===== config.mk =====
export PLATFORM = sky130hd
export DESIGN_NAME = sdram_ch3_arbiter
export DESIGN_NICKNAME = d
export VERILOG_FILES = /design/src/rtl/sdram_ch3_arbiter.sv
export SDC_FILE = /design/constraint.sdc
export NUM_CORES = 1
export LEC_CHECK = 0
export ABC_CLOCK_PERIOD_IN_PS = 2240
export BUFFER_PORTS_ARGS = -buffer_cell sky130_fd_sc_hd__buf_2
export CORE_MARGIN = 4
export CORE_UTILIZATION = 40
export CTS_CLUSTER_DIAMETER = 100
export DETAILED_ROUTE_END_ITERATION = 8
export PLACE_DENSITY = 0.78
export RECOVER_POWER = 100
export SLEW_MARGIN = 20
export SYNTH_ARGS = -nofsm -noshare
export SYNTH_HDL_FRONTEND = slang
export SYNTH_SLANG_ARGS = --single-unit

===== constraint.sdc =====
create_clock -name clk -period 2.24 [get_ports clk]
set_input_delay 0.224 -clock clk [delete_from_list [all_inputs] [get_ports clk]]
set_output_delay 0.224 -clock clk [all_outputs]
set_load 0.03 [all_outputs]

===== src/rtl/sdram_ch3_arbiter.sv =====
// sdram_ch3_arbiter: round-robin sharing of SDRAM channel 3 among NCLIENT requesters,
// with refresh pulses slotted into idle gaps and a ready timeout.
module sdram_ch3_arbiter #(
  parameter int NCLIENT     = 3,
  parameter int RFSH_PERIOD = 400,
  parameter int RFSH_HOLD   = 8,
  parameter int TIMEOUT     = 63
) (
  input  logic                  clk,
  input  logic                  reset_n,
  input  logic [NCLIENT-1:0]    cl_req,
  input  logic [NCLIENT-1:0]    cl_rnw,
  input  logic [NCLIENT*26-1:0] cl_addr,
  input  logic [NCLIENT*16-1:0] cl_din,
  input  logic [NCLIENT*2-1:0]  cl_be,
  output logic [NCLIENT-1:0]    cl_ack,
  output logic [15:0]           cl_dout,
  output logic                  cl_err,
  output logic                  ch3_req,
  output logic                  ch3_rnw,
  output logic [25:0]           ch3_addr,
  output logic [15:0]           ch3_din,
  output logic [1:0]            ch3_be,
  input  logic                  ch3_ready,
  input  logic [15:0]           ch3_dout,
  output logic                  doRefresh
);
  localparam int GW = $clog2(NCLIENT);
  localparam int TW = $clog2(TIMEOUT + 1);
  localparam int RW = $clog2(RFSH_PERIOD + 1);
  localparam int HW = $clog2(RFSH_HOLD + 1);
  typedef enum logic [2:0] {IDLE, ISSUE, ACK, GAP, RFSH} state_t;
  state_t          r_state;
  logic [GW-1:0]   r_ptr, r_gnt, w_gnt;
  logic [TW-1:0]   r_tcnt;
  logic [RW-1:0]   r_rcnt;
  logic [HW-1:0]   r_hcnt;
  logic            w_any, w_rfsh_due;
  assign w_rfsh_due = r_rcnt == RW'(RFSH_PERIOD);
  // Scan from the farthest candidate inward so the nearest requester at/after r_ptr wins.
  always_comb begin
    w_any = 1'b0;
    w_gnt = '0;
    for (int d = NCLIENT - 1; d >= 0; d--)
      if (cl_req[(int'(r_ptr) + d) % NCLIENT]) begin
        w_any = 1'b1;
        w_gnt = GW'((int'(r_ptr) + d) % NCLIENT);
      end
  end
  always_ff @(posedge clk or negedge reset_n)
    if (!reset_n) begin
      r_state   <= IDLE;
      r_ptr     <= '0;
      r_gnt     <= '0;
      r_tcnt    <= '0;
      r_rcnt    <= '0;
      r_hcnt    <= '0;
      cl_ack    <= '0;
      cl_dout   <= '0;
      cl_err    <= 1'b0;
      ch3_req   <= 1'b0;
      ch3_rnw   <= 1'b0;
      ch3_addr  <= '0;
      ch3_din   <= '0;
      ch3_be    <= '0;
      doRefresh <= 1'b0;
    end else begin
      r_rcnt    <= (r_state == IDLE && w_rfsh_due) ? '0 : w_rfsh_due ? r_rcnt : r_rcnt + RW'(1);
      doRefresh <= 1'b0;
      cl_ack    <= '0;
      cl_err    <= 1'b0;
      case (r_state)
        IDLE:
          if (w_rfsh_due) begin
            doRefresh <= 1'b1;
            r_hcnt    <= '0;
            r_state   <= RFSH;
          end else if (w_any) begin
            r_gnt    <= w_gnt;
            ch3_req  <= 1'b1;
            ch3_rnw  <= cl_rnw[w_gnt];
            ch3_addr <= cl_addr[w_gnt*26 +: 26];
            ch3_din  <= cl_din[w_gnt*16 +: 16];
            ch3_be   <= cl_be[w_gnt*2 +: 2];
            r_tcnt   <= '0;
            r_state  <= ISSUE;
          end
        ISSUE: begin
          r_tcnt <= r_tcnt + TW'(1);
          // Ready in the final allowed cycle still counts as success.
          if (ch3_ready || r_tcnt == TW'(TIMEOUT - 1)) begin
            ch3_req <= 1'b0;
            cl_ack  <= NCLIENT'(1) << r_gnt;
            cl_err  <= !ch3_ready;
            if (ch3_ready && ch3_rnw) cl_dout <= ch3_dout;
            r_state <= ACK;
          end
        end
        ACK: begin
          r_ptr   <= (r_gnt == GW'(NCLIENT - 1)) ? '0 : r_gnt + GW'(1);
          r_state <= GAP;
        end
        GAP: r_state <= IDLE;
        RFSH: begin
          r_hcnt <= r_hcnt + HW'(1);
          if (r_hcnt == HW'(RFSH_HOLD - 1)) r_state <= IDLE;
        end
        default: r_state <= IDLE;
      endcase
    end
endmodule


==> metrics.txt <==
# TYPE chip_impl_metric gauge
chip_impl_metric{name="crit_required",unit="ns"} 2.46
chip_impl_info{name="cts_tree",value="built"} 1
chip_impl_metric{name="final-hold-violation-count",unit=""} 0
chip_impl_metric{name="clkSinkCount",unit=""} 93
chip_impl_metric{name="cts_inserted_buffers",unit=""} 9
chip_impl_metric{name="finalNetCount",unit=""} 856
chip_impl_metric{name="maxSlewViolCount",unit=""} 0
chip_impl_metric{name="cts.clk_slew.worst_paths",unit="ns"} 0.07
chip_impl_metric{name="largest_stage_delay_on_the_critical_path",unit="ns"} 0.46
chip_impl_metric{name="post-route-drc-count",unit=""} 0
chip_impl_metric{name="detailedRoute.firstIterationViolations",unit=""} 259
chip_impl_metric{name="timing.final.crit_period",unit="ns"} 2.264
chip_impl_metric{name="finalWeightedCongestion",unit=""} 0.8336
chip_impl_metric{name="boundaryPins",unit=""} 224
chip_impl_metric{name="viasPerCell",unit=""} 5.229
chip_impl_metric{name="syn_area_per_cell",unit="um2"} 10.81
chip_impl_info{name="cts.root.buffer_cell",value="clkbuf_16"} 1
chip_impl_info{name="violations",value="setup timing"} 1
chip_impl_metric{name="die_y",unit="um"} 119.5
chip_impl_metric{name="drive_above_1_share",unit=""} 0.4259
chip_impl_metric{name="synth_area",unit="um2"} 4972
chip_impl_metric{name="finalWirelength",unit="um"} 14800
chip_impl_metric{name="vias_in_the_first_global_route",unit=""} 4592
chip_impl_info{name="setup.worst_path.class",value="reg -> reg"} 1
chip_impl_metric{name="routedWlPerCell",unit="um"} 17.15
chip_impl_metric{name="synthesis_warning_total",unit=""} 0
chip_impl_metric{name="synth_seq_area_share",unit=""} 0.4680
chip_impl_metric{name="maxSlewHeadroom",unit=""} 0.2640
chip_impl_info{name="rsz0062_at_grt",value="yes"} 1
chip_impl_metric{name="antenna_violations_before_repair",unit=""} 0
chip_impl_metric{name="global_route.usage.total",unit=""} 0.1929
chip_impl_info{name="synth_top_family_by_area",value="simple AND/OR/NAND/NOR gates"} 1
chip_impl_info{name="critical_path.endpoint_type",value="register"} 1
chip_impl_metric{name="dp.final_hpwl",unit="um"} 10380
chip_impl_metric{name="initial_utilization",unit=""} 0.4105
chip_impl_metric{name="post_synth_xor_area_fraction",unit=""} 0.01585
chip_impl_metric{name="post-synth-top-area-fraction",unit=""} 0.4680
chip_impl_metric{name="sequential_cell_area",unit="um2"} 2328
chip_impl_metric{name="period_share",unit=""} 1.011
chip_impl_metric{name="drt_first_pass_iters",unit=""} 6
chip_impl_metric{name="powerDensity",unit="nW/um2"} 1587
chip_impl_info{name="synth_area_leaders",value="dfrtp_1, o211ai_2, mux2i_1, nand3_1, nand2_1"} 1
chip_impl_metric{name="synth_simple_gate_area_frac",unit=""} 0.1583
chip_impl_info{name="critPathSlowestCell",value="dfrtp_2"} 1
chip_impl_metric{name="yosys-mux-area-fraction",unit=""} 0.1329
chip_impl_metric{name="floorplan.rows",unit=""} 40
chip_impl_info{name="run_status",value="finished with violations"} 1
chip_impl_metric{name="p_leak",unit="nW"} 3.199
chip_impl_metric{name="detailedPlace.worstSlack",unit="ns"} -0.08836
chip_impl_metric{name="finalClockSkew",unit="ns"} 0.01060
chip_impl_metric{name="yosys.cell_types.count",unit=""} 39
chip_impl_metric{name="clock_path_buffers",unit=""} 2
chip_impl_metric{name="largest_net_degree_at_the_start_of_global_routing",unit=""} 50
chip_impl_metric{name="multi_input_area",unit="um2"} 2704
chip_impl_info{name="worstSetupStartpointType",value="register"} 1
chip_impl_metric{name="worst_ir_drop_vdd",unit="mV"} 0.8771
chip_impl_metric{name="syn-instance-count",unit=""} 460
chip_impl_metric{name="synth_nets",unit=""} 626
chip_impl_metric{name="dieWidth",unit="um"} 119.5
chip_impl_metric{name="maxClockFrequency",unit="MHz"} 441.6
chip_impl_metric{name="setup_viol",unit=""} 13
chip_impl_metric{name="fp.dieArea",unit="um2"} 14280
chip_impl_metric{name="routed-via-count",unit=""} 4513
chip_impl_info{name="cp_top_family",value="compound AO/OA/AOI/OAI gates"} 1
chip_impl_metric{name="cts.htree.levels",unit=""} 3
chip_impl_metric{name="area.growth.synth_to_final",unit="%"} 41.22
chip_impl_metric{name="detail-route-antenna-nets",unit=""} 0
chip_impl_metric{name="fillerInstances",unit=""} 1024
chip_impl_metric{name="hold-worst-slack",unit="ns"} 0.07277
chip_impl_metric{name="cp_data_arrival_time",unit="ns"} 2.49
chip_impl_metric{name="crit_path_max_fanout",unit=""} 9
chip_impl_metric{name="insertion_delay",unit="ns"} 0.34
chip_impl_info{name="yosys.area.top_type",value="dfrtp_1"} 1
chip_impl_metric{name="ys_seq_elements",unit=""} 93
chip_impl_info{name="crit_path_cell_trace",value="inv_2, ha_4, nor2b_2, a41o_1, a311o_2, buf_12, clkbuf_16, mux2i_2, o211ai_2"} 1
chip_impl_metric{name="diodes",unit=""} 0
chip_impl_metric{name="drv.max_cap_violation_count",unit=""} 0
chip_impl_metric{name="global_route.overflow_total",unit=""} 0
chip_impl_metric{name="worstMarginPinSlew",unit="ns"} 1.104
chip_impl_metric{name="synth_fa_ha_area_frac",unit=""} 0.02265
chip_impl_metric{name="floorplan.core_area",unit="um2"} 12110
chip_impl_info{name="hold_crit_path_type",value="in -> reg"} 1
chip_impl_metric{name="synth-compound-area-share",unit=""} 0.1515
chip_impl_metric{name="layout_setup_ws",unit="ns"} -0.02440
chip_impl_metric{name="port_buffers",unit=""} 223
chip_impl_metric{name="grt_first_pass_wirelength",unit="um"} 22380
chip_impl_metric{name="number_of_buffers_and_inverters_on_the_critical_path",unit=""} 3
cell usage in the layout, fill, tap and decap left out, drive strengths merged, types with 13 or more instances in the layout:
| cell | n |
|---|---|
| nor2 | 16 |
| mux2i | 48 |
| inv | 13 |
| clkbuf | 85 |
| buf | 176 |
| nand2 | 62 |
| mux2 | 16 |
| o211ai | 46 |
| dfrtp | 93 |
| nand3 | 56 |
| o21ai | 17 |
flip-flops by register name, indices dropped and copies added (netlist names):
signal	cells
ch3_req	1
ch3_addr	26
ch3_be	2
cl_err	1
ch3_din	16
ch3_rnw	1
r_tcnt	6
r_gnt	2
cl_dout	16
r_hcnt	4
r_state	3
doRefresh	1
r_rcnt	9
cl_ack	3
r_ptr	2
path summary, 6_finish.rpt:
path	from	to	slack, ns	cells past startpoint
setup / recovery	r_ptr[0]$_DFFE_PN0P_	ch3_addr[20]$_DFFE_PN0P_	-0.02	9
hold / removal	ch3_ready	cl_err$_DFF_PN0_	0.07	2
setup reg to reg	r_ptr[0]$_DFFE_PN0P_	ch3_addr[20]$_DFFE_PN0P_	-0.02	9
hold reg to reg	ch3_addr[5]$_DFFE_PN0P_	ch3_addr[5]$_DFFE_PN0P_	0.49	2
max in group asynchronous	reset_n	r_ptr[0]$_DFFE_PN0P_	0.36	3
min in group asynchronous	reset_n	cl_dout[4]$_DFFE_PN0P_	0.63	2
cell usage after synthesis (all sizes together):
library cell and count:
nor2b 7, xnor2 3, and4b 1, mux2i 48, nand3 56, a21oi 4
or3 2, nand4 3, clkbuf 11, inv 9, a311oi 1, o21a 3
nand2b 4, nand4b 1, nor4b 1, o21ai 17, and3 3, and2 1
mux2 16, dfrtp 93, nor2 16, a311o 2, xor2 6, nor3 2
buf 22, nand3b 4, a2bb2oi 1, ha 9, a41o 1, nand2 62
a31oi 1, or2 1, o211ai 46, a221oi 1, nor3b 2
cell families (layout without fill, tap and decap cells):
kind of cell,count (synthesis),count (layout)
adders and majority gates,9,9
muxes,64,64
AOI/OAI and AO/OA,77,77
xor gates and xnor gates,9,9
and+or+nand+nor,166,166
buffers and inverters,42,277
DFF,93,93
cell type report:
type,count,area share
clock buffer,10,0.03403
timing repair buffer,252,0.2006
sequential,93,0.3316
clock inverter,6,0.01390
multi-input combinational,325,0.3851
inverter,9,0.004811
tap,168,0.02994
report_power, final:
group          switching, mW  internal [mW]
registers              0.443           2.35
clock network          0.693           1.03
logic                   3.94           2.68
total                   5.08           6.07
metal layers:
layer	GRT usage	wire length, um	vias to the layer above	part of all wire
met5	0	0	-	0
met2	0.3453	7888	204	0.53
met4	0.06084	306	0	0.021
met1	0.2325	5689	2165	0.38
li1	-	-	2110	-
met3	0.04006	918	34	0.062
timing repair:
action                                  CTS  global route
buffers inserted                          1             3
endpoints found under the hold margin    44             0
endpoints found under the setup margin   47            47
gates cloned                              1             4
pin swaps                                 1             3
hold buffers                              1             0
resized for setup                        11            49
stage by stage:
step	std cells	util	total power [mW]	setup TNS, ns	cell area, um2
floorplan	460	-	6.976	0	4972
global placement	837	0.5215	8.344	0	6316
detailed placement	837	0.5215	8.526	-1.241	6316
CTS	856	0.5569	10.48	0	6745
global route	863	0.5798	11.75	-1.808	7022
finish	863	0.5798	11.14	-0.1043	7022
Power figures use the tool's default switching activity.
